`src/rtl/ctrl_pkg.sv`:
```
// Shared types and encodings for the multi-cycle RV32I control unit.
package ctrl_pkg;

  typedef enum logic [2:0] {
    ST_IDLE, ST_DECODE, ST_EXEC, ST_MEM, ST_WB, ST_TRAP
  } state_e;

  typedef enum logic [1:0] {
    CLS_ALU, CLS_LOAD, CLS_STORE, CLS_MULDIV
  } cls_e;

  localparam logic [6:0] OP_R     = 7'b0110011;
  localparam logic [6:0] OP_I     = 7'b0010011;
  localparam logic [6:0] OP_LOAD  = 7'b0000011;
  localparam logic [6:0] OP_STORE = 7'b0100011;

  localparam logic [6:0] F7_BASE   = 7'b0000000;
  localparam logic [6:0] F7_ALT    = 7'b0100000;
  localparam logic [6:0] F7_MULDIV = 7'b0000001;

  localparam logic [3:0] ALU_AND  = 4'b0000;
  localparam logic [3:0] ALU_OR   = 4'b0001;
  localparam logic [3:0] ALU_ADD  = 4'b0010;
  localparam logic [3:0] ALU_XOR  = 4'b0100;
  localparam logic [3:0] ALU_SLL  = 4'b0101;
  localparam logic [3:0] ALU_SUB  = 4'b0110;
  localparam logic [3:0] ALU_SLT  = 4'b0111;
  localparam logic [3:0] ALU_SRL  = 4'b1000;
  localparam logic [3:0] ALU_SRA  = 4'b1001;
  localparam logic [3:0] ALU_SLTU = 4'b1010;
  localparam logic [3:0] ALU_MUL  = 4'b1011;

  localparam logic [1:0] SRCB_RS2 = 2'b00;
  localparam logic [1:0] SRCB_IMM = 2'b10;
  localparam logic [1:0] SRCB_OFS = 2'b11;

  // alt selects SUB/SRA over ADD/SRL
  function automatic logic [3:0] alu_op_f3(input logic [2:0] f3, input logic alt);
    case (f3)
      3'b000:  return alt ? ALU_SUB : ALU_ADD;
      3'b001:  return ALU_SLL;
      3'b010:  return ALU_SLT;
      3'b011:  return ALU_SLTU;
      3'b100:  return ALU_XOR;
      3'b101:  return alt ? ALU_SRA : ALU_SRL;
      3'b110:  return ALU_OR;
      default: return ALU_AND;
    endcase
  endfunction

endpackage

```
`src/rtl/control_decode.sv`:
```
// Combinational classifier of a latched RV32I instruction.
// CTRL_MULDIV_EN adds RV32M decode under funct7 0000001.
module control_decode
  import ctrl_pkg::*;
(
  input  logic [6:0] opcode_i,
  input  logic [2:0] funct3_i,
  input  logic [6:0] funct7_i,
  output cls_e       cls_o,
  output logic [3:0] alu_op_o,
  output logic [1:0] src_b_o,
  output logic       legal_o
);

  always_comb begin
    cls_o    = CLS_ALU;
    alu_op_o = ALU_ADD;
    src_b_o  = SRCB_RS2;
    legal_o  = 1'b0;
    case (opcode_i)
      OP_R: begin
        if (funct7_i == F7_BASE) begin
          alu_op_o = alu_op_f3(funct3_i, 1'b0);
          legal_o  = 1'b1;
        end else if (funct7_i == F7_ALT && (funct3_i == 3'b000 || funct3_i == 3'b101)) begin
          alu_op_o = alu_op_f3(funct3_i, 1'b1);
          legal_o  = 1'b1;
        end
`ifdef CTRL_MULDIV_EN
        else if (funct7_i == F7_MULDIV) begin
          cls_o    = CLS_MULDIV;
          alu_op_o = funct3_i[2] ? {2'b11, funct3_i[1:0]} : ALU_MUL + {2'b00, funct3_i[1:0]};
          legal_o  = 1'b1;
        end
`endif
      end
      OP_I: begin
        // funct7 is immediate data except for the shift-immediate forms
        src_b_o  = SRCB_IMM;
        alu_op_o = alu_op_f3(funct3_i, funct3_i == 3'b101 && funct7_i == F7_ALT);
        case (funct3_i)
          3'b001:  legal_o = (funct7_i == F7_BASE);
          3'b101:  legal_o = (funct7_i == F7_BASE) || (funct7_i == F7_ALT);
          default: legal_o = 1'b1;
        endcase
      end
      OP_LOAD: begin
        cls_o   = CLS_LOAD;
        src_b_o = SRCB_OFS;
        legal_o = (funct3_i == 3'b010);
      end
      OP_STORE: begin
        cls_o   = CLS_STORE;
        src_b_o = SRCB_OFS;
        legal_o = (funct3_i == 3'b010);
      end
      default: ;
    endcase
  end

endmodule

```
`src/rtl/control_unit_mc.sv`:
```
// Multi-cycle RV32I control FSM: IDLE/DECODE/EXEC/MEM/WB/TRAP with memory timeout.
// CTRL_MULDIV_EN adds the MulDivDone input and RV32M decode.
module control_unit_mc
  import ctrl_pkg::*;
#(
  parameter int ALUCTRL_W   = 4,
  parameter int MEM_TIMEOUT = 15
) (
  input  logic                 clk,
  input  logic                 rst_n,
  input  logic                 InstrValid,
  input  logic [31:0]          Instr,
  output logic                 InstrReady,
  input  logic                 DmemAck,
`ifdef CTRL_MULDIV_EN
  input  logic                 MulDivDone,
`endif
  output logic [ALUCTRL_W-1:0] ALUControl,
  output logic                 ALUSourceA,
  output logic [1:0]           ALUSourceB,
  output logic                 Dmem1ALUOUT,
  output logic                 DmemREB,
  output logic                 DmemWEB,
  output logic                 LoadStoremuxsel,
  output logic                 regWrite,
  output logic                 Busy,
  output logic                 IllegalInstr,
  output logic                 MemTimeout
);

  state_e     state_q, state_d;
  logic [6:0] op_q, f7_q;
  logic [2:0] f3_q;
  logic [7:0] cnt_q, cnt_d;
  logic       tmo_cause_q, tmo_cause_d;

  cls_e       cls;
  logic [3:0] alu_op, alu_ctrl;
  logic [1:0] src_b;
  logic       legal;
  logic       unused_instr;

  // rd/rs1/rs2 are datapath concerns; only the classification fields are latched
  assign unused_instr = ^Instr[24:7];

  control_decode u_dec (
    .opcode_i (op_q),
    .funct3_i (f3_q),
    .funct7_i (f7_q),
    .cls_o    (cls),
    .alu_op_o (alu_op),
    .src_b_o  (src_b),
    .legal_o  (legal)
  );

  always_ff @(posedge clk or negedge rst_n) begin
    if (!rst_n) begin
      state_q     <= ST_IDLE;
      op_q        <= '0;
      f3_q        <= '0;
      f7_q        <= '0;
      cnt_q       <= '0;
      tmo_cause_q <= 1'b0;
    end else begin
      state_q     <= state_d;
      cnt_q       <= cnt_d;
      tmo_cause_q <= tmo_cause_d;
      if (state_q == ST_IDLE && InstrValid) begin
        op_q <= Instr[6:0];
        f3_q <= Instr[14:12];
        f7_q <= Instr[31:25];
      end
    end
  end

  always_comb begin
    state_d     = state_q;
    cnt_d       = cnt_q;
    tmo_cause_d = tmo_cause_q;
    case (state_q)
      ST_IDLE:   if (InstrValid) state_d = ST_DECODE;
      ST_DECODE: begin
        if (!legal) begin
          state_d     = ST_TRAP;
          tmo_cause_d = 1'b0;
        end else begin
          state_d = ST_EXEC;
        end
      end
      ST_EXEC: begin
        case (cls)
          CLS_LOAD, CLS_STORE: state_d = ST_MEM;
`ifdef CTRL_MULDIV_EN
          CLS_MULDIV:          if (MulDivDone) state_d = ST_WB;
`endif
          default:             state_d = ST_WB;
        endcase
      end
      ST_MEM: begin
        // ack takes priority over an expiring counter
        if (DmemAck) begin
          state_d = (cls == CLS_LOAD) ? ST_WB : ST_IDLE;
          cnt_d   = '0;
        end else if (cnt_q == 8'(MEM_TIMEOUT - 1)) begin
          state_d     = ST_TRAP;
          tmo_cause_d = 1'b1;
          cnt_d       = '0;
        end else begin
          cnt_d = cnt_q + 8'd1;
        end
      end
      ST_WB:   state_d = ST_IDLE;
      ST_TRAP: state_d = ST_IDLE;
      default: state_d = ST_IDLE;
    endcase
  end

  always_comb begin
    alu_ctrl        = ALU_ADD;
    ALUSourceB      = SRCB_RS2;
    Dmem1ALUOUT     = 1'b0;
    LoadStoremuxsel = 1'b0;
    if (state_q == ST_EXEC || state_q == ST_MEM || state_q == ST_WB) begin
      alu_ctrl        = alu_op;
      ALUSourceB      = src_b;
      Dmem1ALUOUT     = (cls == CLS_LOAD) || (cls == CLS_STORE);
      LoadStoremuxsel = (cls == CLS_STORE);
    end
  end

  assign ALUControl   = ALUCTRL_W'(alu_ctrl);
  assign ALUSourceA   = 1'b0;
  assign DmemREB      = !(state_q == ST_MEM && cls == CLS_LOAD);
  assign DmemWEB      = !(state_q == ST_MEM && cls == CLS_STORE);
  assign regWrite     = (state_q == ST_WB);
  assign InstrReady   = (state_q == ST_IDLE);
  assign Busy         = (state_q != ST_IDLE);
  assign IllegalInstr = (state_q == ST_TRAP) && !tmo_cause_q;
  assign MemTimeout   = (state_q == ST_TRAP) && tmo_cause_q;

endmodule

```
`config.mk`:
```
export PLATFORM = sky130hd
export DESIGN_NAME = control_unit_mc
export DESIGN_NICKNAME = d
export VERILOG_FILES = /design/src/rtl/ctrl_pkg.sv /design/src/rtl/control_decode.sv /design/src/rtl/control_unit_mc.sv
export SDC_FILE = /design/constraint.sdc
export NUM_CORES = 1
export LEC_CHECK = 0
export ABC_AREA = 1
export CORE_ASPECT_RATIO = 0.6
export CORE_MARGIN = 4
export CORE_UTILIZATION = 40
export DETAILED_ROUTE_END_ITERATION = 8
export PLACE_DENSITY_LB_ADDON = 0.15
export SLEW_MARGIN = 40
export SYNTH_ARGS = -nofsm -noshare
export SYNTH_HDL_FRONTEND = slang
export SYNTH_SLANG_ARGS = --single-unit
export TNS_END_PERCENT = 30
```
`constraint.sdc`:
```
create_clock -name clk -period 1.9 [get_ports clk]
set_clock_uncertainty 0.2 [all_clocks]
set_input_delay 0.38 -clock clk [delete_from_list [all_inputs] [get_ports clk]]
set_output_delay 0.38 -clock clk [all_outputs]
set_load 0.005 [all_outputs]
```
# --- Word-level counts from Yosys, hierarchy flattened ---
# Index checks and enable logic that the tools add are counted.
totals:
  reg_bits: 29
  inputBits: 36
  output_inout_bits: 16
  elab_cells: 86
classes:
  addsub: 1
  eq_ne: 24
  mux: 31
  n_reduce_logical: 24
op_table:
  columns: ["cell", "n"]
  rows:
  - ["$pmux W4 S7", 3]
  - ["$eq A7 B6 Y1 const B", 3]
  - ["$mux W3", 7]
  - ["$mux W8", 2]
  - ["$eq A3 B3 Y1 const B", 5]
  - ["$eq A3 B2 Y1 const B", 4]
  - ["$mux W4", 3]
  - ["$pmux W3 S4", 1]
  - ["$add A8 B1 Y8 const B", 1]
  - ["$eq A8 B4 Y1 const B", 1]
  - ["$mux W1", 8]
  - ["$ne A2 B2 Y1 const B", 4]
  - ["$pmux W2 S2", 2]
  - ["$pmux W4 S2", 1]
  - ["$eq A7 B2 Y1 const B", 1]
  - ["$eq A7 B5 Y1 const B", 1]
  - ["$logic_and A1 B1 Y1", 7]
  - ["$logic_not A7 Y1", 1]
  - ["$eq A3 B1 Y1 const B", 2]
  - ["$logic_not A3 Y1", 2]
  - ["$logic_or A1 B1 Y1", 5]
  - ["$pmux W1 S2", 2]
  - ["$reduce_and A4 Y1", 1]
  - ["$reduce_or A2 Y1", 2]
  - ["9 further kinds", 11]

# --- Depth between registers and ports, before layout ---
depth:
  depth_word: 8
  ltp_mapped: 12
  ltp_nobuf: 12

# --- Cells and area by module ---
# Synthesis repeated with hierarchy kept, for this count alone.
hier_totals:
  hier_cells: 276
  area_unflattened_um2: 1905.6
by_module_without_submodules:
  columns: ["mod", "instances", "cells_each", "area_each_um2", "seq_area_each_um2"]
  rows:
  - ["control_unit_mc", 1, 203, 1550.2, 725.7]
  - ["control_decode", 1, 73, 355.3, 0.0]

# --- Worst setup path before layout ---
# OpenSTA, ideal clock, no wires.
synth_timing:
  path_type: "register to output"
  startpoint: "register op_q[2]"
  endpoint: "output Dmem1ALUOUT"
  arrival_ps: 1443
  required_ps: 1320
  slack_ps: -123
  path_stages_with_launch: 8
  n_path_buf: 0
  path_cell_list: "dfrtp_1 > inv_1 > nand4_1 > nor4_1 > inv_1 > ha_1 > inv_1 > nor2_1"
synth_between:
  elab_chain_cells: 5
  elab_cells_between_ends: 7
  classes_between: "eq/ne (4); mux (2); reduce/logical (1)"
synth_rtl:
  columns: ["item", "line_no", "rtl"]
  rows:
  - ["start: declaration", "control_unit_mc.sv:32", "logic [6:0] op_q, f7_q;"]
  - ["start signal: assignment", "control_unit_mc.sv:69", "op_q <= Instr[6:0];"]
  - ["$eq A7 B6 Y1 / $eq A7 B2 Y1 (equally long branches)", "control_decode.sv:20", "case (opcode_i)"]
  - ["$pmux W2 S2 (*)", "control_decode.sv:20", null]
  - ["$eq A2 B1 Y1 / $eq A2 B2 Y1 (equally long branches)", "control_unit_mc.sv:126", "Dmem1ALUOUT = (cls == CLS_LOAD) || (cls == CLS_STORE);"]
  - ["$logic_or A1 B1 Y1 (*)", "control_unit_mc.sv:126", null]
  - ["$mux W1 (*)", "control_unit_mc.sv:123", "if (state_q == ST_EXEC || state_q == ST_MEM || state_q == ST_WB) begin"]
  - ["end: declaration", "control_unit_mc.sv:21", "output logic Dmem1ALUOUT,"]
# Every way passes the cells marked *; elsewhere a longest branch is shown, timed or not.

# --- Worst setup path in the final report ---
layout_timing:
  startpoint: "register op_q[2]"
  endpoint: "output ALUControl[3]"
layout_between:
  elab_chain_cells: 3
  elab_cells_between_ends: 4
  classes_between: "eq/ne (2); mux (2)"
layout_rtl:
  columns: ["item", "line_no", "rtl"]
  rows:
  - ["$eq A7 B5 Y1 / $eq A7 B6 Y1 (equally long branches)", null, null]
  - ["$pmux W4 S2 (*)", "control_decode.sv:20", null]
  - ["$mux W4 (*)", "control_unit_mc.sv:123", null]
  - ["end: declaration", "control_unit_mc.sv:18", "output logic [ALUCTRL_W-1:0] ALUControl,"]
# Marks and branches as above.

==> key figures <==
Status
  • Status: finished with violations
  • Failing checks: negative setup slack

Pwr
  • Pwr Density: 1350 nW/um^2
  • Share of power burned in registers: between 20 and 30%
  • Comb power frac: a little under three fifths
  • Leak: 0.00135 uW
  • Switch Pwr: 1480 uW
  • Switching share of power: roughly two fifths
  • Final Power: roughly 3900 uW
  • Power Internal: 2400 uW
  • Peak supply drop: 0.680 mV
  • Clk pwr share: 16.0%

Logic synthesis
  • #FFs+latches synth: 29
  • Cell area after synthesis: around 1800 sq um
  • Synth Flop Type: dfrtp_1
  • Largest family of logic cells by synthesized area: simple AND/OR/NAND/NOR gates
  • Synth Area in XOR/XNOR: 1.47%
  • Area share of and/or/nand/nor cells after synthesis: 29.3%
  • Synth Instances: 219
  • Post-synth ARST share: 100%
  • Mean post-synth cell area: roughly 8 sq um
  • Mux cell area share after synthesis: 5.47%
  • Distinct cells, synth: 37
  • Seq/Total Area, Yosys: 40.7%
  • Syn Nets: 260
  • Synth Area in Compound Gates: approximately 11%
  • Adder-cell share of the synthesized area: 3.51%
  • Ys Warns: 0
  • EDFF count, synth: 0

Critical path
  • Crit end category: output pin
  • CP startpoint kind: flop
  • Maximum fanout along the worst path: 3
  • WS Path Type: reg2out
  • Critical path data arrival time: 1910 ps
  • Worst EP required: 1320 ps
  • R2R depth: 17

Clock network
  • Root Buffer: clkbuf_8
  • Total CTS buffers: 5
  • Worst-path clk slew: 60 ps
  • Clock sinks: 29
  • CTS tree: done
  • Clk_lat worst skew: 280 ps
  • CTS hold repair buffers: 0
  • # H-tree levels: 2
  • Max clock buf depth: 2

Run
  • MaxCap Viol Count: 0

GRT
  • Initial antenna violation count: 0
  • Vias in the first global route: 1816
  • Grt total ovfl: 0
  • Largest net degree at the start of global routing: 30
  • First-pass GRT wire length: 8.27 mm
  • Overall Global Routing Usage: 19.4%

STA
  • RSZ-0062 raised after global routing: true
  • Final setup fails: 16
  • Period utilization: 131%
  • Worst setup margin: -589 ps
  • Fmax: 0.402 GHz
  • Max-slew violation count: 0
  • Fin. Hold Viols: 0
  • Crit path time final: 2490 ps

Detailed routing
  • DRC: 0
  • Initial DRT Pass Iterations: 4
  • Total Routed Length: 5.06 mm
  • Total number of vias: between 1500 and 2000
  • Per-cell routed wire length: around 13 um
  • Final ANT Viol Nets: 0
  • DR iter-0 viols: 88
  • Routed vias/inst: 4.78

Floorplanning
  • Num ports: 52
  • Die Y: ~60 um
  • Core Region: 4210 sq um
  • Initial Utilization: 42.3%
  • DIE AREA: ~5600 sq um
  • Die W: ~94 um
  • Rows: 18

Final layout
  • Finished Layout Cells: 380
  • N_diodes: 0
  • Fillers: 330
  • Commonest non-fill, non-tap cell in the layout: buf_4
  • Final net count: 361
  • Ratio of cells with drive above 1 in the final layout: 43.1%
  • Commonest non-fill, non-tap cells in the layout: buf_4 (51), nand2_1 (41), dfrtp_1 (29)
  • Syn-to-layout area delta: 61.9%

Placement
  • GP Congestion: 0.825
  • Final HPWL DP: 3.28 mm
  • DP Cell Count: 351
  • PortBufs: 35

Worst hold path
  • Path type of the worst min-delay path: in2async
critical path, stage by stage, from the launching register on:
cell     delay, ps
dfrtp_1        370
inv_1           70
nand4_1        140
buf_4          190
buf_6          120
nor4_4         270
buf_4          170
o21ai_2         50
nor3b_2        150
buf_2          130
final timing paths:
| check | from | end | slack (ps) |
|---|---|---|---|
| setup / recovery | op_q[2] | ALUControl[3] | -590 |
| hold / removal | rst_n | f7_q[4] | 290 |
| setup reg to reg | op_q[3] | op_q[3] | -520 |
| hold reg to reg | tmo_cause_q | tmo_cause_q | 300 |
| max in group asynchronous | rst_n | op_q[1] | 930 |
| min in group clk | tmo_cause_q | tmo_cause_q | 300 |
Yosys cell counts (3+ instances only):
library cell | n | area [sq um]
a21oi_1 | 7 | 35.0
dfrtp_1 | 29 | 726
ha_1 | 5 | 62.6
inv_1 | 26 | 97.6
inv_2 | 5 | 18.8
mux2_2 | 6 | 67.6
nand2_1 | 45 | 169
nand3_1 | 11 | 55.1
nand4_1 | 4 | 25.0
nor2_1 | 23 | 86.3
nor2_2 | 4 | 25.0
nor2_4 | 3 | 33.8
nor3_1 | 3 | 15.0
o21ai_0 | 14 | 70.1
o21ai_1 | 3 | 15.0
o22ai_1 | 4 | 25.0
area by class of cell:
| class | count | area, sq um | area share, % |
|---|---|---|---|
| inverters | 32 | 123 | 4.25 |
| well taps | 60 | 75.1 | 2.60 |
| multi-input cells | 154 | 1040 | 36.1 |
| flip-flops and latches | 29 | 726 | 25.1 |
| clock buffers | 5 | 68.8 | 2.38 |
| clock inverters | 2 | 35.0 | 1.21 |
| repair buffers | 98 | 818 | 28.3 |
stage by stage:
step                cell area, sq um  worst slack, ps  hold WS, ps  TNS, ps  util (%)
floorplan                       1800            -86.3         -116     -194         -
global placement                2500             -538          291    -5410      59.3
detailed placement              2500             -632          296    -6530      59.3
CTS                             2840             -609          302    -6550      67.4
global route                    2890             -707          315    -8330      68.5
finish                          2890             -589          287    -5990      68.5
power groups by stage:
stage / Sequential, uW / Combinational, uW / Clock, uW
2_1_floorplan: 1060 / 976 / 0
3_3_place_gp: 1070 / 1660 / 0
3_5_place_dp: 1090 / 1690 / 0
4_1_cts: 1100 / 2070 / 628
5_1_grt: 1140 / 2350 / 660
6_report: 1110 / 2160 / 620
sequential cells by signal (all words and copies together) (netlist names):
name         cells
f7_q             7
f3_q             3
cnt_q            8
op_q             7
tmo_cause_q      1
state_q          3
layer usage:
metal | GRT usage (%) | up-vias | wire [um]
met3 | 4.53 | 6 | 248
met5 | 0 | - | 0
met1 | 25.9 | 840 | 2450
met4 | 7.82 | 0 | 42
li1 | - | 920 | -
met2 | 30.7 | 51 | 2330
logic make-up after synthesis:
logic type,after synthesis
compound gates,34
xor+xnor,3
fa+ha+maj,5
buf+inv,36
flops,29
mux,8
other cells,1
simple gates,103
repair_timing:
action / 4_1_cts / 5_1_grt
setup endpoints to repair: 19 / 19
resized for setup: 81 / 13
hold endpoints to repair: 0 / 0
pin swaps: 14 / 4
setup buffers: 20 / 3
No activity file was read; power rests on OpenSTA's default activity.
